**config.mk**
```make
export PLATFORM = sky130hd
export DESIGN_NAME = pipe_scroller_flat
export DESIGN_NICKNAME = d
export VERILOG_FILES = /design/src/rtl/pipe_scroller_pkg.sv /design/src/rtl/pipe_scroller_if.sv /design/src/rtl/pipe_scroller_lfsr8.sv /design/src/rtl/pipe_scroller.sv /design/src/flat_wrapper.sv
export SDC_FILE = /design/constraint.sdc
export NUM_CORES = 1
export LEC_CHECK = 0
export ABC_CLOCK_PERIOD_IN_PS = 2790
export BUFFER_PORTS_ARGS = -buffer_cell sky130_fd_sc_hd__buf_2
export CORE_ASPECT_RATIO = 0.6
export CORE_MARGIN = 2
export CORE_UTILIZATION = 45
export CTS_CLUSTER_DIAMETER = 30
export DETAILED_ROUTE_END_ITERATION = 10
export PLACE_DENSITY = 0.7
export SETUP_SLACK_MARGIN = 0.4
export SLEW_MARGIN = 20
export SYNTH_ARGS = -nofsm -noshare
export SYNTH_HDL_FRONTEND = slang
export SYNTH_HIERARCHICAL = 1
export SYNTH_SLANG_ARGS = --single-unit
```
**constraint.sdc**
```tcl
create_clock -name Clk -period 2.79 [get_ports Clk]
set_clock_uncertainty 0.1 [all_clocks]
set_input_delay 0.279 -clock Clk [delete_from_list [all_inputs] [get_ports Clk]]
set_output_delay 0.279 -clock Clk [all_outputs]
set_load 0.05 [all_outputs]
```
**src/rtl/pipe_scroller_pkg.sv**
```systemverilog
// Shared definitions for the pipe scroller and its neighbours.
// Holds the screen and coordinate widths, the default pipe geometry and
// the control state encoding.
package pipe_scroller_pkg;

  localparam int SCREEN_W  = 640;
  localparam int X_W       = 11;
  localparam int Y_W       = 10;
  localparam int NUM_PIPES = 4;

  // Score comparisons are done one bit wider than X so that x + PIPE_W
  // can never wrap around.
  localparam int CMP_W     = 12;

  localparam int         DEF_X0        = SCREEN_W;
  localparam int         DEF_SPACING   = 160;
  localparam int         DEF_SPEED     = 2;
  localparam int         DEF_PIPE_W    = 40;
  localparam int         DEF_BIRD_X    = 160;
  localparam logic [7:0] DEF_LFSR_SEED = 8'hA5;

  typedef enum logic [1:0] {
    IDLE = 2'd0,
    RUN  = 2'd1,
    HALT = 2'd2
  } state_e;

endpackage

```
**src/rtl/pipe_scroller_if.sv**
```systemverilog
// Signal bundle between the pipe scroller and its environment.
// slave  : the scroller (consumes frame/start/collide and ROM heights,
//          produces ROM index, pipe positions, score and running flags).
// master : the environment side (game control, height ROM, renderer).
interface pipe_scroller_if;
  import pipe_scroller_pkg::*;

  logic           frame_tick_i;
  logic           start_i;
  logic           collide_i;
  logic [1:0]     rom_idx_o;
  logic [Y_W-1:0] rom_y0_i;
  logic [Y_W-1:0] rom_y1_i;
  logic [Y_W-1:0] rom_y2_i;
  logic [Y_W-1:0] rom_y3_i;
  logic [X_W-1:0] pipe_x0_o;
  logic [X_W-1:0] pipe_x1_o;
  logic [X_W-1:0] pipe_x2_o;
  logic [X_W-1:0] pipe_x3_o;
  logic [Y_W-1:0] pipe_y0_o;
  logic [Y_W-1:0] pipe_y1_o;
  logic [Y_W-1:0] pipe_y2_o;
  logic [Y_W-1:0] pipe_y3_o;
  logic           score_o;
  logic           running_o;

  modport master (
    output frame_tick_i, start_i, collide_i,
    output rom_y0_i, rom_y1_i, rom_y2_i, rom_y3_i,
    input  rom_idx_o,
    input  pipe_x0_o, pipe_x1_o, pipe_x2_o, pipe_x3_o,
    input  pipe_y0_o, pipe_y1_o, pipe_y2_o, pipe_y3_o,
    input  score_o, running_o
  );

  modport slave (
    input  frame_tick_i, start_i, collide_i,
    input  rom_y0_i, rom_y1_i, rom_y2_i, rom_y3_i,
    output rom_idx_o,
    output pipe_x0_o, pipe_x1_o, pipe_x2_o, pipe_x3_o,
    output pipe_y0_o, pipe_y1_o, pipe_y2_o, pipe_y3_o,
    output score_o, running_o
  );

endinterface

```
**src/rtl/pipe_scroller_lfsr8.sv**
```systemverilog
// lfsr8: 8-bit Fibonacci LFSR (x^8 + x^6 + x^5 + x^4), advancing one step
// per clock while en_i is high and holding otherwise.
// Ports: clk, rst_n (async, active-low, loads SEED), en_i, lfsr_o (state).
// SEED must be non-zero or the register locks up at all zeros.
module lfsr8 #(
  parameter logic [7:0] SEED = 8'hA5
) (
  input  logic       clk,
  input  logic       rst_n,
  input  logic       en_i,
  output logic [7:0] lfsr_o
);

  logic [7:0] lfsr_q;
  logic [7:0] lfsr_d;
  logic       feedback;

  always_comb begin
    feedback = lfsr_q[7] ^ lfsr_q[5] ^ lfsr_q[4] ^ lfsr_q[3];
    lfsr_d   = lfsr_q;
    if (en_i) begin
      lfsr_d = {lfsr_q[6:0], feedback};
    end
  end

  always_ff @(posedge clk or negedge rst_n) begin
    if (!rst_n) begin
      lfsr_q <= SEED;
    end else begin
      lfsr_q <= lfsr_d;
    end
  end

  assign lfsr_o = lfsr_q;

endmodule

```
**src/rtl/pipe_scroller.sv**
```systemverilog
// pipe_scroller: obstacle manager sitting downstream of the pipe-height ROM.
// Drives the ROM index from an LFSR, latches the four returned heights while
// idle, scrolls four pipes left by SPEED on every frame tick while running,
// respawns a pipe at the right edge of the ring when it leaves the screen and
// pulses score_o when a pipe's trailing edge clears the bird column.
// Ports:
//   Clk, Reset_n        : clock, asynchronous active-low reset
//   bus.frame_tick_i    : one-cycle pulse per video frame
//   bus.start_i         : start (IDLE->RUN) / restart (HALT->IDLE)
//   bus.collide_i       : collision flag, stops the game
//   bus.rom_idx_o       : height ROM index (LFSR low bits)
//   bus.rom_y0..3_i     : ROM heights (primary, edge1, edge2, edge3)
//   bus.pipe_x0..3_o    : pipe left-edge X
//   bus.pipe_y0..3_o    : pipe top-edge Y
//   bus.score_o         : one-cycle pulse per pipe passed
//   bus.running_o       : high while in RUN
module pipe_scroller
  import pipe_scroller_pkg::*;
#(
  parameter int         X0        = DEF_X0,
  parameter int         SPACING   = DEF_SPACING,
  parameter int         SPEED     = DEF_SPEED,
  parameter int         PIPE_W    = DEF_PIPE_W,
  parameter int         BIRD_X    = DEF_BIRD_X,
  parameter logic [7:0] LFSR_SEED = DEF_LFSR_SEED
) (
  input logic            Clk,
  input logic            Reset_n,
  pipe_scroller_if.slave bus
);

  localparam logic [X_W-1:0]   SPEED_X    = X_W'(SPEED);
  // A wrapping pipe jumps one full ring of pipes to the right, so the pitch
  // to its neighbours is unchanged.
  localparam logic [X_W-1:0]   WRAP_ADD_X = X_W'(NUM_PIPES * SPACING - SPEED);
  localparam logic [CMP_W-1:0] PIPE_W_C   = CMP_W'(PIPE_W);
  localparam logic [CMP_W-1:0] BIRD_X_C   = CMP_W'(BIRD_X);

  state_e         state_q;
  state_e         state_d;
  logic [X_W-1:0] pipe_x_q [NUM_PIPES];
  logic [X_W-1:0] pipe_x_d [NUM_PIPES];
  logic [Y_W-1:0] pipe_y_q [NUM_PIPES];
  logic [Y_W-1:0] pipe_y_d [NUM_PIPES];
  logic [Y_W-1:0] rom_y    [NUM_PIPES];
  logic           score_q;
  logic           score_d;
  logic           running_q;
  logic           running_d;
  logic           lfsr_en;
  logic [7:0]     lfsr_w;
  logic           unused_lfsr_hi;

  function automatic logic [X_W-1:0] layout_x(input int k);
    return X_W'(X0 + k * SPACING);
  endfunction

  // True when the pipe's right edge moves from at/right of the bird column
  // to strictly left of it.
  function automatic logic clears_bird(input logic [X_W-1:0] old_x,
                                       input logic [X_W-1:0] new_x);
    logic [CMP_W-1:0] old_r;
    logic [CMP_W-1:0] new_r;
    old_r = CMP_W'(old_x) + PIPE_W_C;
    new_r = CMP_W'(new_x) + PIPE_W_C;
    return (old_r >= BIRD_X_C) && (new_r < BIRD_X_C);
  endfunction

  assign rom_y[0] = bus.rom_y0_i;
  assign rom_y[1] = bus.rom_y1_i;
  assign rom_y[2] = bus.rom_y2_i;
  assign rom_y[3] = bus.rom_y3_i;

  // The sequence only advances during play, so restarting from HALT reloads
  // the heights seen at the frozen index.
  assign lfsr_en = (state_q == RUN);

  lfsr8 #(
    .SEED (LFSR_SEED)
  ) u_lfsr (
    .clk    (Clk),
    .rst_n  (Reset_n),
    .en_i   (lfsr_en),
    .lfsr_o (lfsr_w)
  );

  assign unused_lfsr_hi = ^lfsr_w[7:2];

  always_comb begin
    state_d = state_q;
    score_d = 1'b0;
    for (int k = 0; k < NUM_PIPES; k++) begin
      pipe_x_d[k] = pipe_x_q[k];
      pipe_y_d[k] = pipe_y_q[k];
    end

    case (state_q)
      IDLE: begin
        for (int k = 0; k < NUM_PIPES; k++) begin
          pipe_x_d[k] = layout_x(k);
          pipe_y_d[k] = rom_y[k];
        end
        if (bus.start_i) begin
          state_d = RUN;
        end
      end

      RUN: begin
        // A collision in the same cycle as a tick suppresses the move.
        if (bus.collide_i) begin
          state_d = HALT;
        end else if (bus.frame_tick_i) begin
          for (int k = 0; k < NUM_PIPES; k++) begin
            if (pipe_x_q[k] >= SPEED_X) begin
              pipe_x_d[k] = pipe_x_q[k] - SPEED_X;
              if (clears_bird(pipe_x_q[k], pipe_x_q[k] - SPEED_X)) begin
                score_d = 1'b1;
              end
            end else begin
              pipe_x_d[k] = pipe_x_q[k] + WRAP_ADD_X;
              pipe_y_d[k] = bus.rom_y0_i;
            end
          end
        end
      end

      HALT: begin
        if (bus.start_i) begin
          state_d = IDLE;
        end
      end

      default: begin
        state_d = IDLE;
      end
    endcase

    running_d = (state_d == RUN);
  end

  always_ff @(posedge Clk or negedge Reset_n) begin
    if (!Reset_n) begin
      state_q   <= IDLE;
      score_q   <= 1'b0;
      running_q <= 1'b0;
      for (int k = 0; k < NUM_PIPES; k++) begin
        pipe_x_q[k] <= layout_x(k);
        pipe_y_q[k] <= '0;
      end
    end else begin
      state_q   <= state_d;
      score_q   <= score_d;
      running_q <= running_d;
      for (int k = 0; k < NUM_PIPES; k++) begin
        pipe_x_q[k] <= pipe_x_d[k];
        pipe_y_q[k] <= pipe_y_d[k];
      end
    end
  end

  assign bus.rom_idx_o = lfsr_w[1:0];
  assign bus.pipe_x0_o = pipe_x_q[0];
  assign bus.pipe_x1_o = pipe_x_q[1];
  assign bus.pipe_x2_o = pipe_x_q[2];
  assign bus.pipe_x3_o = pipe_x_q[3];
  assign bus.pipe_y0_o = pipe_y_q[0];
  assign bus.pipe_y1_o = pipe_y_q[1];
  assign bus.pipe_y2_o = pipe_y_q[2];
  assign bus.pipe_y3_o = pipe_y_q[3];
  assign bus.score_o   = score_q;
  assign bus.running_o = running_q;

endmodule

```
**src/flat_wrapper.sv**
```systemverilog
// flat-port wrapper written by rule: the top's interface ports become plain ports
module pipe_scroller_flat import pipe_scroller_pkg::*;
#(
  parameter int         X0        = DEF_X0,
  parameter int         SPACING   = DEF_SPACING,
  parameter int         SPEED     = DEF_SPEED,
  parameter int         PIPE_W    = DEF_PIPE_W,
  parameter int         BIRD_X    = DEF_BIRD_X,
  parameter logic [7:0] LFSR_SEED = DEF_LFSR_SEED
)
  (Clk, Reset_n, bus_frame_tick_i, bus_start_i, bus_collide_i, bus_rom_y0_i, bus_rom_y1_i, bus_rom_y2_i, bus_rom_y3_i, bus_rom_idx_o, bus_pipe_x0_o, bus_pipe_x1_o, bus_pipe_x2_o, bus_pipe_x3_o, bus_pipe_y0_o, bus_pipe_y1_o, bus_pipe_y2_o, bus_pipe_y3_o, bus_score_o, bus_running_o);
  pipe_scroller_if bus_i ();
  input logic Clk;
  input logic Reset_n;
  input wire logic [$bits(bus_i.frame_tick_i)-1:0] bus_frame_tick_i;
  input wire logic [$bits(bus_i.start_i)-1:0] bus_start_i;
  input wire logic [$bits(bus_i.collide_i)-1:0] bus_collide_i;
  input wire logic [$bits(bus_i.rom_y0_i)-1:0] bus_rom_y0_i;
  input wire logic [$bits(bus_i.rom_y1_i)-1:0] bus_rom_y1_i;
  input wire logic [$bits(bus_i.rom_y2_i)-1:0] bus_rom_y2_i;
  input wire logic [$bits(bus_i.rom_y3_i)-1:0] bus_rom_y3_i;
  output wire logic [$bits(bus_i.rom_idx_o)-1:0] bus_rom_idx_o;
  output wire logic [$bits(bus_i.pipe_x0_o)-1:0] bus_pipe_x0_o;
  output wire logic [$bits(bus_i.pipe_x1_o)-1:0] bus_pipe_x1_o;
  output wire logic [$bits(bus_i.pipe_x2_o)-1:0] bus_pipe_x2_o;
  output wire logic [$bits(bus_i.pipe_x3_o)-1:0] bus_pipe_x3_o;
  output wire logic [$bits(bus_i.pipe_y0_o)-1:0] bus_pipe_y0_o;
  output wire logic [$bits(bus_i.pipe_y1_o)-1:0] bus_pipe_y1_o;
  output wire logic [$bits(bus_i.pipe_y2_o)-1:0] bus_pipe_y2_o;
  output wire logic [$bits(bus_i.pipe_y3_o)-1:0] bus_pipe_y3_o;
  output wire logic [$bits(bus_i.score_o)-1:0] bus_score_o;
  output wire logic [$bits(bus_i.running_o)-1:0] bus_running_o;
  assign bus_i.frame_tick_i = bus_frame_tick_i;
  assign bus_i.start_i = bus_start_i;
  assign bus_i.collide_i = bus_collide_i;
  assign bus_i.rom_y0_i = bus_rom_y0_i;
  assign bus_i.rom_y1_i = bus_rom_y1_i;
  assign bus_i.rom_y2_i = bus_rom_y2_i;
  assign bus_i.rom_y3_i = bus_rom_y3_i;
  assign bus_rom_idx_o = bus_i.rom_idx_o;
  assign bus_pipe_x0_o = bus_i.pipe_x0_o;
  assign bus_pipe_x1_o = bus_i.pipe_x1_o;
  assign bus_pipe_x2_o = bus_i.pipe_x2_o;
  assign bus_pipe_x3_o = bus_i.pipe_x3_o;
  assign bus_pipe_y0_o = bus_i.pipe_y0_o;
  assign bus_pipe_y1_o = bus_i.pipe_y1_o;
  assign bus_pipe_y2_o = bus_i.pipe_y2_o;
  assign bus_pipe_y3_o = bus_i.pipe_y3_o;
  assign bus_score_o = bus_i.score_o;
  assign bus_running_o = bus_i.running_o;
  pipe_scroller #(.X0(X0), .SPACING(SPACING), .SPEED(SPEED), .PIPE_W(PIPE_W), .BIRD_X(BIRD_X), .LFSR_SEED(LFSR_SEED)) u_core (.Clk(Clk), .Reset_n(Reset_n), .bus(bus_i));
endmodule
```
Word level (Yosys, flattened, before mapping)
Cells that the tools add are included.
{"block": "op_classes", "n_addsub": 16, "magnitude_cmp": 12, "eq_ne": 9, "muxes": 29, "bitwise_logic": 3, "reduce_logical": 11}
{"op": "$add 11x6->12 const B", "n": 8}
{"op": "$mux 44", "n": 2}
{"op": "$pmux 44 s2", "n": 1}
{"op": "$mux 40", "n": 2}
{"op": "$pmux 40 s2", "n": 1}
{"op": "$ge 12x8->1 const B", "n": 4}
{"op": "$lt 12x8->1 const B", "n": 4}
{"op": "$add 11x10->11 const B", "n": 4}
{"op": "$ge 11x2->1 const B", "n": 4}
{"op": "$mux 11", "n": 4}
{"op": "$sub 11x2->11 const B", "n": 4}
{"op": "$mux 10", "n": 4}
{"op": "$reduce_and 4->1", "n": 4}
{"op": "$ne 2x2->1 const B", "n": 6}
{"op": "$mux 1", "n": 11}
{"op": "$mux 2", "n": 3}
{"op": "$pmux 2 s3", "n": 1}
{"op": "$eq 2x1->1 const B", "n": 2}
{"op": "$logic_and 1x1->1", "n": 4}
{"op": "$reduce_and 3->1", "n": 1}
{"op": "$xor 1x1->1", "n": 3}
{"op": "$eq 2x2->1 const B", "n": 1}
{"op": "$logic_not 2->1", "n": 1}
{"op": "$reduce_bool 2->1", "n": 1}
{"block": "totals", "regBits": 96, "out_inout_bits": 88, "elab_cells": 92}

Logic depth before layout (Yosys ltp)
Gate-level depths: netlist of run 1.
{"block": "logic_depth", "word_depth": 15, "depth_mapped": 9}

By module
The synthesis of run 1 kept the hierarchy.
{"module": "pipe_scroller", "n_inst": 1, "cells_each": 520, "area_per_inst_um2": 4618.2}
{"module": "lfsr8", "n_inst": 1, "cells_each": 21, "area_per_inst_um2": 324.1}

Worst setup path before layout of run 1
Ideal clock, no wire load.
{"block": "synth_path", "path_type": "reg-to-reg", "start": "register u_core.pipe_x_q (netlist bit u_core/bus.pipe_x0_o[3])", "end": "register u_core.pipe_y_q (netlist bit u_core/bus.pipe_y0_o[0])", "arrival_time_ps": 2525, "required_time_ps": 2565, "path_slack_ps": 40, "path_stages_with_launch": 9, "path_cell_list": "dfrtp_1 inv_1 ha_1 nand2b_1 nand4_2 a2111oi_4 nand2_2 a21oi_4 mux2_2"}
{"block": "synth_between", "elab_chain_len": 3}
{"element": "start: declaration", "line": "pipe_scroller.sv:41", "rtl": "logic [X_W-1:0] pipe_x_q [NUM_PIPES];"}
{"element": "start signal: indexed assignment", "line": "pipe_scroller.sv:147", "rtl": "pipe_x_q[k] <= layout_x(k);"}
{"element": "start signal: indexed assignment", "line": "pipe_scroller.sv:155", "rtl": "pipe_x_q[k] <= pipe_x_d[k];"}
{"element": "$ge 11x2->1", "line": "pipe_scroller.sv:114", "rtl": "if (pipe_x_q[k] >= SPEED_X) begin"}
{"element": "$ne 2x2->1 (no source line)"}
{"element": "$reduce_and 4->1 (no source line)"}
{"element": "end signal: indexed assignment", "line": "pipe_scroller.sv:156", "rtl": "pipe_y_q[k] <= pipe_y_d[k];"}
{"element": "end: declaration", "line": "pipe_scroller.sv:43", "rtl": "logic [Y_W-1:0] pipe_y_q [NUM_PIPES];"}
Every way passes these cells.
A chain may end at the register's enable or synchronous reset.

Worst setup path in the final report of run 1
{"block": "layout_path", "start": "register u_core.pipe_x_q (netlist bit u_core/bus.pipe_x0_o[2])", "end": "register u_core.pipe_y_q (netlist bit u_core/bus.pipe_y0_o[4])"}
The elaborated chain is that of the path after synthesis.

==> results.txt, run 1 <==
- Post-CTS clock slew at the launch and capture registers of the worst setup and hold paths: ~0.07 ns
* GRT Util Overall: 0.229
- Capturing element type of the critical path: flip-flop
- The first global-routing pass estimated 21700 um of wire.
- Data arrival time of the critical path: roughly 2.5 ns
- Endpoint required time on the critical path: between 2 and 3 ns
* Detail Placement HPWL: 9800 um
* Number of antenna violations at the first check in global routing: 0
- Maximum number of pins on one net before global-route repair: 45
- Each instance of the synthesized netlist takes up on average 9.14 um2.
- Of the total synthesized cell area, the portion taken by AND, OR, NAND and NOR gates is 0.186.
- Die span in y: 85.2 um
* Number of register bits inferred by synthesis: 92
- Max Slew Vio Count: 0
* Setup Viol. Count Final: 0
* Primary flip-flop cell chosen by synthesis mapping: dfrtp_1
- The number of different library cells used by synthesis comes to 56.
* Total wirelength of the detailed-routed design: 13700 um
* Run status: complete, no violations
- TritonCTS built the clock tree.
- Placed Area: 5780 um2
* Number of failing hold endpoints at the final stage: 0
* Final setup TNS: 0 ns
- Ordered list of cells on the worst path: inv_2 > ha_4 > nand2b_4 > nand4_4 > a2111oi_4 > nand2_2 > a21oi_4 > buf_12 > mux2_2
- Number of diodes: 0
* Layout Area Growth over Synthesis: 25.1%
- Adder and majority cell fraction of the synthesized area: 0.0278
* Core region area: 10600 um2
- Largest driver fanout on the critical path: 10
- Fillers: approximately 900
- The tool flagged a number of max-cap violations equal to 0.
- Crit path max-delay cell type: dfrtp_2
* Clock latency on the worst-skew pair: 0.35 ns
- For the pin with the worst max-slew slack, the measured transition is around 0.84 ns.
- Vias after detailed routing: approximately 4600
- In this run the tool buffered the top-level ports with 128 buffer cells.
- In this run, the number of DRC markers left after iteration 0 of detailed routing was 409.
* Destination of the worst hold path: u_core/bus.running_o
- Yosys mapped a number of flops with a built-in enable equal to 0.
* Site row count: 29
- The worst register-to-register path has a depth of 9.
- Of the post-synthesis cell area, the dominant cell type holds 0.385.
* Achievable Freq: 426 MHz
- Summed instance area of the synthesized netlist: 4940 um2
* Worst slack on hold paths: 0.0624 ns
- The die is 139 um wide.
- For this run, design rule violations remaining after detail routing come to 0.
- During synthesis, Yosys emitted a total of 6 warnings.
- Launch instance of the worst min-delay path: bus_collide_i
- Number of clock buffers inserted by TritonCTS: 9
- The worst pin sits at a relative slew slack of 0.443.
- Vias in the first global route: 4159
- The worst register-to-register path begins at u_core/bus.pipe_x0_o[2].
- The die covers 11900 um2.
- Buf/Inv on CP: 2
- CP peak stage delay: between 0.4 and 0.5 ns
* Worst Path Class, Setup: reg -> reg
- Post-layout instance count excluding filler cells: between 800 and 900
* Starting density of the core: 0.465
* Largest delay share family, worst path: compound AO/OA/AOI/OAI gates
* Crit path time final: 2.35 ns
* Sequential area share after synthesis: 0.470
- Drt via density: 5.66
- In the post-synthesis netlist, the cell with the most instances is dfrtp_1.
- Top post-synthesis cells by area: dfrtp_1, dfstp_2, a21oi_1
- Routed len/inst: 16.8 um
- Number of I/O pins: about 130
- Of the cells placed in the final design, the portion with a size suffix greater than 1 is 0.337.
- Sink Count: 92
* Post-Syn Instances: 541
* Non-Filler Cell Area, Final: 6180 um2
- Number of optimization iterations in the first detailed-route pass: 5
- Worst hold path depth: 2
- Clock Tree Buf Depth: 2
- Complex-gate fraction of the synthesized area: 0.195
- Area share of xor/xnor cells in the synthesized design: 0.00709
* Routability-driven placement congestion ratio: 0.902
* Total instance count after detailed placement: 794
- The count of nets left with antenna violations once routing finished came out at 0.
* Overflow after GRT: 0
* Nets: ~730
* Dominant cell type by area after synthesis: dfrtp_1
* Portion of netlist area occupied by mux cells: 0.0651
* RSZ-0062 raised after global routing: true
- In this run the worst hold path is classified as in -> reg.
- FFs w/ async S/R, synth: 1.00
- The tree is rooted in a clkbuf_16.
- Element type at the critical path start: flip-flop
- Across all register-to-register paths, the minimum setup slack is 0.44 ns.
- CTS H-tree depth: 3
- Final period utilization: 0.841
- The endpoint identified for the worst register-to-register timing path is u_core/bus.pipe_y0_o[4].
- The commonest cells after synthesis are dfrtp_1, a21oi_1, o21ai_0.
* Main combinational cell family by area after synthesis: compound AO/OA/AOI/OAI gates
==> kinds of logic (layout without fill, tap and decap cells) <==
family / Yosys count / count (layout)
and+or+nand+nor: 183 / 183
AOI/OAI and AO/OA: 165 / 165
DFF: 92 / 92
buffers and inverters: 55 / 191
muxes: 30 / 30
adders and majority gates: 11 / 11
xor gates and xnor gates: 4 / 4
other: 1 / 4
==> through the flow <==
step | utilization | worst slack (ns)
after CTS | 0.575 | 0.412
after detailed placement | 0.543 | 0.372
after floorplan | - | 0.368
after global routing | 0.582 | 0.356
after global placement | 0.543 | 0.448
final | 0.582 | 0.445
==> cell usage in the layout (no fill, tap or decap), drive strengths merged, types with 13 or more instances in the layout <==
master	count
buf	150
mux2i	13
dfstp	16
mux2	17
a21oi	64
nor2	49
o21ai	59
inv	26
nand2	54
dfrtp	76
==> layout make-up <==
type | instances | area [um2] | share of cell area
inverter | 24 | 90.1 | 0.0146
timing repair buffer | 151 | 831 | 0.134
tap | 139 | 174 | 0.0281
clock buffer | 11 | 243 | 0.0392
multi-input combinational | 397 | 2460 | 0.397
sequential | 92 | 2330 | 0.377
clock inverter | 5 | 60.1 | 0.00971
==> sequential cells by signal (all words and copies together) (netlist names) <==
register and count:
u_core/bus.pipe_y3_o 10, u_core/bus.pipe_x3_o 10, u_core/u_lfsr/lfsr_o 8, u_core/bus.pipe_x2_o 10
u_core/bus.pipe_x1_o 10, u_core/bus.running_o 1, u_core/state_q 2, u_core/bus.pipe_y2_o 10
u_core/bus.pipe_x0_o 10, u_core/bus.score_o 1, u_core/bus.pipe_y0_o 10, u_core/bus.pipe_y1_o 10
==> what timing repair did <==
action,in CTS,in global routing
hold buffers,1,0
endpoints found under the setup margin,10,31
pin swaps,1,2
buffers inserted,1,7
gates resized for setup,1,8
endpoints found under the hold margin,33,0
==> how the worst max path moves through the flow <==
stage          depth (start not counted)  slack (ns)                      end                    start
2_1_floorplan                          8        0.37  u_core/bus.pipe_y0_o[0]  u_core/bus.pipe_x0_o[2]
3_3_place_gp                           8        0.45  u_core/bus.pipe_y0_o[7]  u_core/bus.pipe_x0_o[1]
3_5_place_dp                           8        0.37  u_core/bus.pipe_y0_o[4]  u_core/bus.pipe_x0_o[1]
4_1_cts                                8        0.41       u_core/bus.score_o  u_core/bus.pipe_x1_o[1]
5_1_grt                                9        0.36  u_core/bus.pipe_y0_o[4]  u_core/bus.pipe_x0_o[2]
6_report                               9        0.44  u_core/bus.pipe_y0_o[4]  u_core/bus.pipe_x0_o[2]
==> worst register-to-register path: cells and delay by family (launching register included) <==
family                     cells  cell delay, ns
and+or+nand+nor                3            0.38
AOI/OAI and AO/OA              2            0.57
buffers and inverters          2            0.25
adders and majority gates      1            0.15
muxes                          1            0.34
DFF                            1            0.43
==> per-layer routing <==
metal  share of wire  track usage  wire length (um)
met1            0.47        0.344              6480
met2            0.45        0.331              6110
met3           0.070       0.0491               964
met4           0.013       0.0716               177
met5               0            0                 0
Power of run 1 is not shown: default switching activity piles up to over one toggle a cycle in this logic, so the estimate is an artifact.
==> run 2, diff against run 1 <==
--- a/config.mk
+++ b/config.mk
@@ -5,14 +5,14 @@
 export SDC_FILE = /design/constraint.sdc
 export NUM_CORES = 1
 export LEC_CHECK = 0
-export ABC_CLOCK_PERIOD_IN_PS = 2790
+export ABC_CLOCK_PERIOD_IN_PS = 2100
 export BUFFER_PORTS_ARGS = -buffer_cell sky130_fd_sc_hd__buf_2
 export CORE_ASPECT_RATIO = 0.6
 export CORE_MARGIN = 2
 export CORE_UTILIZATION = 45
 export CTS_CLUSTER_DIAMETER = 30
 export DETAILED_ROUTE_END_ITERATION = 10
-export PLACE_DENSITY = 0.7
+export PLACE_DENSITY = 0.73
 export SETUP_SLACK_MARGIN = 0.4
 export SLEW_MARGIN = 20
 export SYNTH_ARGS = -nofsm -noshare
==> constraint.sdc (replaced) <==
create_clock -name Clk -period 2.1 [get_ports Clk]
set_clock_uncertainty 0.1 [all_clocks]
set_input_delay 0.21 -clock Clk [delete_from_list [all_inputs] [get_ports Clk]]
set_output_delay 0.21 -clock Clk [all_outputs]
set_load 0.05 [all_outputs]
==> results.txt, run 2 (synthesized netlist as in run 1, its figures left out) <==
- The flow ran to the end, but the final reports show violations.
- The final reports fail on negative setup slack.
* Chip Width: 139 um
* Vias in the first global route: 4592
- The floorplan step defined a die boundary enclosing 11900 um2.
* Fillers: a little over 800
* Vias after detailed routing: 4999
- Crit path time final: 2.13 ns
- Crit path max-delay cell type: dfrtp_2
- After global routing the overflow that remains totals 0.
- Dividing total power by cell area gives a power density of 1990 nW/um2.
- Detail Placement HPWL: 10200 um
- Core region area: ~11000 um2
- The number of hold-slack violations in the final timing report was 0.
- Transition time at the pin with the least slew margin: 0.545 ns
- Nets: 795
- Endpoint required time on the critical path: 2.22 ns
* Largest driver fanout on the critical path: 3
* Element type at the critical path start: flip-flop
* Setup slack after placement: -0.102 ns
- Minimum setup slack in the final design: -0.0327 ns
- In the global route stage, overall resource usage came out at 0.245.
- The critical path in this run is classified as reg -> reg.
- The max-slew violation total from the final report is 0.
- In this run the static leakage power is roughly 3.2 nW.
- Data arrival time of the critical path: 2.25 ns
- Number of diodes: 0
- TritonCTS built the clock tree.
- Die span in y: 85.2 um
* Register-to-register setup slack: -0.03 ns
- Drt first-iter violations: between 400 and 500
* Total instance count after detailed placement: 827
- The tree built by TritonCTS fans out to roughly 90 sinks.
- Slew headroom: 0.636
- Setup Viol. Count Final: 8
* Starting density of the core: 0.465
- The number of buffers and inverters on the critical path is 1.
* Post-layout instance count excluding filler cells: 883
- Achievable Freq: 469 MHz
- The initialized floorplan defines 29 standard-cell rows.
- Post-CTS clock slew at the launch and capture registers of the worst setup and hold paths: 0.06 ns
- The area growth from synthesis to layout is 47.3%.
- Walking the worst path, the cells encountered are inv_2 > ha_4 > or3b_4 > or3_4 > mux2i_1 > and3_1 > o21ai_2 > o211ai_1.
- Maximum number of pins on one net before global-route repair: 54
- Drt via density: 5.66
- For this run, the share of the core covered by cells in the final layout is 0.685.
- The tree is rooted in a clkbuf_16.
- Largest delay share family, worst path: simple AND/OR/NAND/NOR gates
- Max-cap violations: 0
- In the final layout, the share of cells above drive strength 1 is 0.511.
* Clock latency on the worst-skew pair: 0.34 ns
* Routed len/inst: 17.9 um
* Number of I/O pins: 133
- Buffers placed on the I/O ports in this run total 128.
- CP peak stage delay: 0.42 ns
* Final period utilization: 1.02
- Once detail routing completed, the nets flagged for antenna violations numbered 0.
* Clock Tree Buf Depth: 2
- The library cells used most frequently in the layout, excluding fill and tap cells, are buf_2, buf_4, dfrtp_1, a21oi_1.
* CTS H-tree depth: 3
- DRC errors left: 0
- The worst setup path is captured at a flip-flop.
* Number of optimization iterations in the first detailed-route pass: 5
- Global-route wire length before repair: 23200 um
- RSZ-0062 raised after global routing: true
- Number of clock buffers inserted by TritonCTS: 9
* Total wirelength of the detailed-routed design: 15800 um
- Most common library cell in the layout ignoring fill and taps: buf_2
- Routability-driven placement congestion ratio: between 0.8 and 0.9
- Across the VDD grid, the largest voltage drop is 1.30 mV.
- The worst hold path belongs to the class in -> reg.
- Number of antenna violations at the first check in global routing: 0
[run 2: changes by cell type in the layout (fill, tap and decap cells not counted), moves of 7 or more]
cell / previous run / this run
o21ai_1: 2 / 10
nor3_1: 12 / 5
a21oi_1: 63 / 53
nand2_2: 1 / 12
o21ai_0: 57 / 40
buf_6: 0 / 17
a21oi_2: 0 / 9
nor2_4: 0 / 10
nand2_1: 53 / 40
buf_4: 22 / 65
dfrtp_1: 70 / 58
nor2_1: 47 / 33
o21ai_2: 0 / 9
dfrtp_2: 6 / 15
[run 2: area by class of cell]
cell class              count  area (um2)  area share
clock inverters             4        73.8      0.0101
flip-flops and latches     92        2350       0.323
clock buffers              12         246      0.0339
repair buffers            215        1410       0.194
well taps                 139         174      0.0239
inverters                  24        97.6      0.0134
multi-input cells         397        2930       0.402
[run 2: worst paths after layout]
| path | endpoint | from | cells after the start |
|---|---|---|---|
| max in group asynchronous | u_core/u_lfsr/lfsr_o[0] | Reset_n | 3 |
| hold reg to reg | u_core/bus.pipe_y3_o[9] | u_core/bus.pipe_y3_o[9] | 2 |
| setup reg to reg | u_core/bus.score_o | u_core/bus.pipe_x1_o[1] | 8 |
| min in group asynchronous | u_core/bus.pipe_x3_o[4] | Reset_n | 2 |
| setup / recovery | u_core/bus.score_o | u_core/bus.pipe_x1_o[1] | 8 |
| hold / removal | u_core/bus.pipe_y0_o[8] | bus_rom_y0_i[8] | 2 |
[run 2: timing repair]
item / in CTS / in global routing
pin swaps: 25 / 19
hold buffers: 2 / 0
gates cloned: 2 / 3
setup endpoints to repair: 56 / 70
endpoints found under the hold margin: 82 / 0
gates resized for setup: 32 / 90
buffers inserted: 17 / 16
[run 2: worst register-to-register path: cells and delay by family, from the launching register on]
kind | cells | cell delay, ns
AO/OA/AOI/OAI | 2 | 0.24
adder cells (fa/ha/maj) | 1 | 0.14
buffers and inverters | 1 | 0.08
flip-flops | 1 | 0.42
multiplexers | 1 | 0.12
AND/OR/NAND/NOR | 3 | 0.91
[run 2: stage by stage]
stage               cell area [um2]  TNS [ns]  hold slack [ns]  power, mW
global route                   7280     -1.41          0.00242       15.3
finish                         7280   -0.0960           0.0142       14.5
detailed placement             6210    -0.912          -0.0103       11.2
CTS                            6790    -0.131          0.00730       13.4
floorplan                      5210     -2.83           -0.186       9.06
global placement               6210    -0.587          -0.0123       11.0
[run 2: report_power, final]
part           internal, mW  switching, mW  leakage (nW)
combinational          3.51           5.97          1.99
sequential             2.62          0.668          1.09
clock                  1.08          0.680         0.157
total                  7.21           7.32          3.24
[run 2: per-layer routing]
layer  track usage  share of wire
met5             0              0
met4        0.0707          0.012
met3        0.0677          0.083
met2         0.358           0.46
met1         0.358           0.44
(Power assumes the default switching activity.)
